<file path="config.mk">
export PLATFORM = sky130hd
export DESIGN_NAME = crc_frame_writer
export DESIGN_NICKNAME = d
export VERILOG_FILES = /design/src/rtl/crc_frame_pkg.sv /design/src/rtl/crc_serial_step.sv /design/src/rtl/crc_frame_writer.sv
export SDC_FILE = /design/constraint.sdc
export NUM_CORES = 1
export LEC_CHECK = 0
export CORE_UTILIZATION = 35
export CTS_BUF_LIST = sky130_fd_sc_hd__clkbuf_4 sky130_fd_sc_hd__clkbuf_8 sky130_fd_sc_hd__clkbuf_16
export CTS_CLUSTER_DIAMETER = 200
export DETAILED_ROUTE_END_ITERATION = 8
export GPL_ROUTABILITY_DRIVEN = 0
export PLACE_DENSITY_LB_ADDON = 0.2
export SYNTH_ARGS = -nofsm -noshare
export SYNTH_HDL_FRONTEND = slang
export SYNTH_SLANG_ARGS = --single-unit
</file>
<file path="constraint.sdc">
create_clock -name clk -period 2.8 [get_ports clk]
set_input_delay 0.42 -clock clk [delete_from_list [all_inputs] [get_ports clk]]
set_output_delay 0.42 -clock clk [all_outputs]
set_load 0.1 [all_outputs]
</file>
<file path="src/rtl/crc_frame_pkg.sv">
// -----------------------------------------------------------------------------
// crc_frame_pkg
// Shared definitions for the CRC-protected frame memory. The writer
// (crc_frame_writer) and the CRC-checking reader both use these.
//   - frame tag constants carried in dataout[15:14]
//   - default message/CRC widths and the generator polynomial
//   - writer FSM state type
//   - tag selection helper
// -----------------------------------------------------------------------------
package crc_frame_pkg;

  localparam int unsigned DEF_MESS_LEN = 10;
  localparam int unsigned DEF_CRC_LEN  = 4;
  // x^4 + x + 1; the MSB is the implicit x^4 term and never enters the XOR.
  localparam logic [4:0]  DEF_POLY     = 5'b10011;
  localparam int unsigned ADDR_W       = 5;

  localparam logic [1:0] TAG_IDLE  = 2'b00;
  localparam logic [1:0] TAG_FIRST = 2'b01;
  localparam logic [1:0] TAG_MID   = 2'b10;
  localparam logic [1:0] TAG_LAST  = 2'b11;

  typedef enum logic [1:0] {
    IDLE  = 2'b00,
    CALC  = 2'b01,
    WRITE = 2'b10
  } state_e;

  // Last wins over first, so a single-word frame is tagged TAG_LAST.
  function automatic logic [1:0] select_tag(input logic is_last, input logic is_first);
    if (is_last) begin
      return TAG_LAST;
    end else if (is_first) begin
      return TAG_FIRST;
    end
    return TAG_MID;
  endfunction

endpackage

</file>
<file path="src/rtl/crc_serial_step.sv">
// -----------------------------------------------------------------------------
// crc_serial_step
// One bit of serial polynomial division (MSB-first LFSR step). Purely
// combinational so the reader can reuse it for a bit-serial check.
// Ports:
//   crc_i      current remainder
//   bit_i      next message bit
//   poly_i     generator polynomial without its implicit top term
//   next_crc_o remainder after absorbing bit_i
// -----------------------------------------------------------------------------
module crc_serial_step #(
  parameter int unsigned CRC_LEN = 4
) (
  input  logic [CRC_LEN-1:0] crc_i,
  input  logic               bit_i,
  input  logic [CRC_LEN-1:0] poly_i,
  output logic [CRC_LEN-1:0] next_crc_o
);

  logic fb;

  assign fb         = crc_i[CRC_LEN-1] ^ bit_i;
  assign next_crc_o = {crc_i[CRC_LEN-2:0], 1'b0} ^ (fb ? poly_i : '0);

endmodule

</file>
<file path="src/rtl/crc_frame_writer.sv">
// -----------------------------------------------------------------------------
// crc_frame_writer
// Transmit-side framer: accepts messages over valid/ready, computes a CRC one
// bit per cycle and writes {tag, msg, crc} into the 32-word frame RAM.
// Ports:
//   clk, rst            clock, synchronous active-high reset
//   msg_data, msg_last  message and end-of-frame marker, sampled on handshake
//   msg_valid/msg_ready upstream handshake (msg_ready is registered)
//   address, wren,      RAM write port; wren is a one-cycle pulse and
//   dataout             dataout holds its last written value otherwise
//   tick_DONE           pulses with wren on the last word of a frame
//   overflow            sticky: a frame ran past 32 words
// -----------------------------------------------------------------------------
module crc_frame_writer
  import crc_frame_pkg::*;
#(
  parameter int unsigned        MESS_LEN  = DEF_MESS_LEN,
  parameter int unsigned        CRC_LEN   = DEF_CRC_LEN,
  parameter logic [CRC_LEN:0]   POLY      = DEF_POLY,
  parameter logic [ADDR_W-1:0]  ADDR_INIT = '0
) (
  input  logic                        clk,
  input  logic                        rst,
  input  logic [MESS_LEN-1:0]         msg_data,
  input  logic                        msg_last,
  input  logic                        msg_valid,
  output logic                        msg_ready,
  output logic [ADDR_W-1:0]           address,
  output logic                        wren,
  output logic [MESS_LEN+CRC_LEN+1:0] dataout,
  output logic                        tick_DONE,
  output logic                        overflow
);

  localparam int unsigned CNT_W  = $clog2(MESS_LEN);
  localparam int unsigned WORD_W = MESS_LEN + CRC_LEN + 2;

  state_e              state_q, state_d;
  logic [MESS_LEN-1:0] msg_q, msg_d;
  logic [MESS_LEN-1:0] shift_q, shift_d;
  logic                last_q, last_d;
  logic [CRC_LEN-1:0]  crc_q, crc_d;
  logic [CNT_W-1:0]    cnt_q, cnt_d;
  logic                first_q, first_d;
  logic [ADDR_W-1:0]   addr_q, addr_d;
  logic [ADDR_W-1:0]   addr_inc;
  logic                wren_q, wren_d;
  logic [WORD_W-1:0]   data_q, data_d;
  logic                tick_q, tick_d;
  logic                ovf_q, ovf_d;
  logic                ready_q, ready_d;
  logic [CRC_LEN-1:0]  crc_step;

  // Message bits are consumed MSB first from a private shift copy so msg_q
  // stays intact for the written word.
  crc_serial_step #(
    .CRC_LEN (CRC_LEN)
  ) u_step (
    .crc_i      (crc_q),
    .bit_i      (shift_q[MESS_LEN-1]),
    .poly_i     (POLY[CRC_LEN-1:0]),
    .next_crc_o (crc_step)
  );

  assign addr_inc = addr_q + 1'b1;

  always_comb begin
    // NOTE: every variable gets its hold value first; a path that leaves one
    // unassigned would infer a latch.
    state_d = state_q;
    msg_d   = msg_q;
    shift_d = shift_q;
    last_d  = last_q;
    crc_d   = crc_q;
    cnt_d   = cnt_q;
    first_d = first_q;
    addr_d  = addr_q;
    data_d  = data_q;
    ovf_d   = ovf_q;
    wren_d  = 1'b0;
    tick_d  = 1'b0;

    unique case (state_q)
      IDLE: begin
        if (msg_valid && ready_q) begin
          msg_d   = msg_data;
          shift_d = msg_data;
          last_d  = msg_last;
          crc_d   = '0;
          cnt_d   = '0;
          state_d = CALC;
        end
      end
      CALC: begin
        crc_d   = crc_step;
        shift_d = {shift_q[MESS_LEN-2:0], 1'b0};
        cnt_d   = cnt_q + 1'b1;
        if (cnt_q == CNT_W'(MESS_LEN - 1)) begin
          state_d = WRITE;
        end
      end
      WRITE: begin
        wren_d  = 1'b1;
        tick_d  = last_q;
        data_d  = {select_tag(last_q, first_q), msg_q, crc_q};
        state_d = IDLE;
      end
      default: state_d = IDLE;
    endcase

    // Address and frame bookkeeping happen in the cycle after the write so
    // that address is stable for the whole wren pulse.
    if (wren_q) begin
      if (last_q) begin
        addr_d  = ADDR_INIT;
        first_d = 1'b1;
      end else begin
        addr_d  = addr_inc;
        first_d = 1'b0;
        // Coming back round to the frame start means 32 words were written.
        if (addr_inc == ADDR_INIT) begin
          ovf_d = 1'b1;
        end
      end
    end

    // Held low through the write cycle, so ready rises one cycle after wren.
    ready_d = (state_d == IDLE) && (state_q != WRITE);
  end

  always_ff @(posedge clk) begin
    if (rst) begin
      state_q <= IDLE;
      msg_q   <= '0;
      shift_q <= '0;
      last_q  <= 1'b0;
      crc_q   <= '0;
      cnt_q   <= '0;
      first_q <= 1'b1;
      addr_q  <= ADDR_INIT;
      wren_q  <= 1'b0;
      data_q  <= '0;
      tick_q  <= 1'b0;
      ovf_q   <= 1'b0;
      ready_q <= 1'b0;
    end else begin
      // NOTE: non-blocking assignments so every register samples the values
      // from before this edge, independent of statement order.
      state_q <= state_d;
      msg_q   <= msg_d;
      shift_q <= shift_d;
      last_q  <= last_d;
      crc_q   <= crc_d;
      cnt_q   <= cnt_d;
      first_q <= first_d;
      addr_q  <= addr_d;
      wren_q  <= wren_d;
      data_q  <= data_d;
      tick_q  <= tick_d;
      ovf_q   <= ovf_d;
      ready_q <= ready_d;
    end
  end

  assign msg_ready = ready_q;
  assign address   = addr_q;
  assign wren      = wren_q;
  assign dataout   = data_q;
  assign tick_DONE = tick_q;
  assign overflow  = ovf_q;

endmodule

</file>
# After elaboration in Yosys (flattened, before gate mapping)
# Cells that the tools add are included.
# classes
bitwise	4
reduce_logical	10
n_eq_ne	5
addsub	2
mux	18
# ops
op	n
$pmux W10 S2	1
$pmux W4 S2	2
$mux W2	6
$mux W10	1
$add A5 B1 Y5 const B	1
$logic_not A5 Y1	1
$mux W1	5
$mux W5	1
$add A4 B1 Y4 const B	1
$eq A4 B4 Y1 const B	1
$logic_not A2 Y1	2
$mux W4	1
$ne A2 B2 Y1 const B	2
$pmux W2 S2	1
$reduce_and A2 Y1	2
$xor A4 B4 Y4	1
$reduce_and A3 Y1	1
$eq A2 B1 Y1 const B	1
$eq A2 B2 Y1 const B	1
$logic_and A1 B1 Y1	2
$not A1 Y1	2
$reduce_bool A2 Y1	1
$reduce_or A2 Y1	1
$xor A1 B1 Y1	1
# word_totals
out_inout_bits	25
register_bits	57
inputBits	14
word_cells	52

# Longest topological paths before layout
# depth
depth_word	5
depth_mapped	5

# By module
# From an unflattened synthesis, not the netlist that was laid out.
# hier_totals
hier_cells	229
hier_area_um2	2164.6
# modules_own_cells
mod	n_inst	area_each_um2	cells_each
crc_frame_writer	1	2110.8	221
crc_serial_step	1	53.8	8

# Worst setup path after synthesis
# Ideal clock, no wire load.
# synth_path
path_kind	register to register
start	register addr_q[0] (netlist: address[0])
end	register addr_q[4] (netlist: address[4])
arrival_ns	1.908
path_stages_with_launch	5
path_slack_ns	0.776
path_buffers	0
synth_period_minus_slack_ns	2.024
setup_time_ns	0.116
cell_sequence	dfxtp_1 > ha_1 > nand3_1 > xnor2_1 > a31o_2
# synth_between
elab_chain_cells	2
# synth_lines
item	line	source
from (decl)	crc_frame_writer.sv:45	logic [ADDR_W-1:0] addr_q, addr_d;
from (signal assigned)	crc_frame_writer.sv:156	addr_q <= addr_d;
$add A5 B1 Y5	crc_frame_writer.sv:65	assign addr_inc = addr_q + 1'b1;
$mux W5	crc_frame_writer.sv:114	if (last_q) begin
# No other way between the ends.
# A chain may end at the register's enable or synchronous reset.

# Worst setup path in the final report
# layout_path
start	register state_q[0]
end	register cnt_q[3]
# layout_between
elab_chain_cells	3
word_cells_on_any_way	6
# layout_lines
item	line	source
from (decl)	crc_frame_writer.sv:38	state_e state_q, state_d;
from (signal assigned)	crc_frame_writer.sv:149	state_q <= state_d;
$eq A2 B1 Y1 or $logic_not A2 Y1 (tied branches)	crc_frame_writer.sv:83	unique case (state_q)
$reduce_bool A2 Y1 (no line) or $ne A2 B2 Y1 (tied branches)	--	
$reduce_and A2 Y1 (no line)	--	
to (signal assigned)	crc_frame_writer.sv:154	cnt_q <= cnt_d;
to (decl)	crc_frame_writer.sv:43	logic [CNT_W-1:0] cnt_q, cnt_d;
# Parallel ways exist; a longest one is shown, timed or not.

==> reports/metrics.cfg <==
[final_layout]
drive_above_1_share_pct = 18.9
fin_cells = 336
utilization_pct = 47.3
design_area_um2 = 2690
final_nets = 278
diodes = 0
fill_cells = 559
final_cell_mix = dfxtp_1 (57), nand2_1 (34), buf_4 (29)
final_common_cell = dfxtp_1
area_growth_pct = 26.6

[critical_path]
r2r_end = cnt_q[3]
cp_data_arrival_time_ns = 1.94
start_kind = flop
setup.worst_path.end = cnt_q[3]
r2r_slack_ns = 1.11
cp.required_ns = 3.05
end_kind = flop
crit_start = state_q[0]
crit_type = reg2reg
cp_max_fo = 23
r2r_start = state_q[0]
reg2regPathDepth = 3

[synthesis]
yosysTopAreaCell = dfxtp_1
ys_seq_elements = 57
syn_area_per_cell_um2 = 9.64
ys_warn_count = 0
synth_area_um2 = 2120
synth_seq_area_share_pct = 53.8
syn-num-nets = 238
synthCells = 220
synth_top_area_share_pct = 53.8
yosysUniqueCellTypes = 38
synth_ff_type = dfxtp_1
synth_edf_count = 0
async_flop_share_pct = 0
synthTopCellsByArea = dfxtp_1 (54%), a22o_1 (6.2%), nand2_1 (6.0%)

[route]
dr.pass1.iters = 4
drc = 0
wl_um = 4450
routedWlPerCell_um = 13.2
drtIter0Drc = 85
antenna_left = 0
vias = 1665
via_per_inst = 4.96

[global_routing]
grt_max_degree = 31
grt_antenna_before_repair = 0
grt_pass1_vias = 1555
overflow = 0
grt_pass1_wl_um = 7390
grt_usage_pct = 15.5

[die]
die_w_um = 79.8
dieArea_um2 = 6370
fp.coreArea_um2 = 5680
chipHeight_um = 79.8
io_pins = 39
rows = 27
start_util_pct = 37.4

[sta]
tightest_slew_ns = 0.842
setup_viol = 0
rsz0062_at_grt = false
slew_violations = 0
final_hold_viol_count = 0
slew_headroom_pct = 43.8
timing.fmax_mhz = 592
period_minus_slack_ns = 1.69
fin_skew_ns = 0.00826
fin_setup_tns_ns = 0
min_period_over_period_pct = 60.3

[cts]
cts_max_path_buffers = 2
cts_root_buffer = clkbuf_8
post_cts_buffers = 0
ctsHoldBuffers = 0
cts_buffers = 9
clk_latency_ns = 0.32
clk_pin_slew_ns = 0.06
cts_tree = yes
cts.sinks = 57
htree_levels = 3
cts_resized = 0

[placement]
place_inst = 321
hpwl_um = 2900
place_area_um2 = 2490
port-buffer-count = 38

[pwr]
switchingPower_mw = 0.380
leakage_nw = 1.05
combPwrFrac_pct = 6.5
power_mw = 1.71
ir_worst_vdd_v = 0.000315
power.density_nw_per_um2 = 638
swShare_pct = 22.2
share_seq_of_total_power_pct = 49.4
internal_power_mw = 1.33
clkPwrFrac_pct = 44.1

[outcome]
status = completed

[job]
drv_cap = 0

[hold_path]
hold_path_class = reg2reg

## registers in the layout (all words and copies together) (netlist names)
name,cells
cnt_q,4
crc_q,4
wren,1
shift_q,10
overflow,1
state_q,2
address,5
dataout,16
msg_q,10
first_q,1
last_q,1
tick_DONE,1
msg_ready,1
## worst min-delay path by stage
stage | startpoint | end | slack, ns | cells past startpoint
final | msg_q[2] | msg_q[2] | 0.45 | 2
after global routing | msg_q[5] | dataout[9] | 0.48 | 1
after CTS | msg_q[2] | msg_q[2] | 0.46 | 2
after detailed placement | msg_q[2] | msg_q[2] | 0.45 | 2
after global placement | dataout[14] | dataout[14] | 0.44 | 1
after floorplan | msg_q[0] | msg_q[0] | 0.44 | 2
## worst max-delay path, stage by stage (launching register included)
cell and delay [ns]:
dfxtp_1 0.46, nand2b_1 0.50, or3_1 0.52, a21oi_1 0.14
## power by group through the flow
stage	clock network, mW	registers, mW	logic, mW
finish	0.756	0.846	0.112
global placement	0	0.863	0.112
CTS	0.774	0.846	0.113
global route	0.800	0.849	0.126
detailed placement	0	0.864	0.112
floorplan	0	0.871	0.0663
## layer usage
| layer | global-route usage [%] | part of all wire (%) | vias up |
|---|---|---|---|
| met4 | 9.64 | 2.1 | 0 |
| met1 | 20.7 | 52 | 761 |
| met2 | 22.1 | 42 | 35 |
| li1 | - | - | 862 |
| met5 | 0 | 0 | - |
| met3 | 3.77 | 3.9 | 7 |
## Yosys cell counts (2+ instances only)
master and number:
nand4_1 2, inv_1 4, buf_4 2, a31o_2 2
and3_1 3, dfxtp_1 57, a22o_1 15, nand2b_1 4
ha_1 4, a21oi_1 20, clkbuf_1 3, o211ai_1 2
nand3_1 18, a22oi_1 2, o21ai_0 2, nor2_1 5
nand2_1 34, or3_1 2, xnor2_1 4, a31oi_1 9
buf_2 7, and2b_1 2, inv_2 2
## layout make-up
cell class / instances / area (um^2) / area share (%)
clock buffer: 12 / 159 / 5.92
clock inverter: 3 / 40.0 / 1.49
inverter: 6 / 22.5 / 0.839
multi-input combinational: 144 / 885 / 32.9
sequential: 57 / 1140 / 42.5
tap: 72 / 90.1 / 3.36
timing repair buffer: 42 / 348 / 13.0
## cell families (layout without fill, tap and decap cells)
logic type	count (synthesis)	in the layout	synth area share [%]
AO/OA/AOI/OAI	57	57	18.5
adder cells (fa/ha/maj)	4	4	2.36
AND/OR/NAND/NOR	77	77	18.3
flip-flops	57	57	53.8
multiplexers	1	1	0.472
XOR/XNOR	5	5	2.06
buffers and inverters	19	63	4.48
## per-stage QoR
stage	hold WS, ns	setup slack, ns
3_5_place_dp	0.449	0.861
5_1_grt	0.482	0.932
2_1_floorplan	0.436	0.776
4_1_cts	0.457	1.10
3_3_place_gp	0.439	0.890
6_report	0.453	1.11
(Power assumes the default switching activity.)
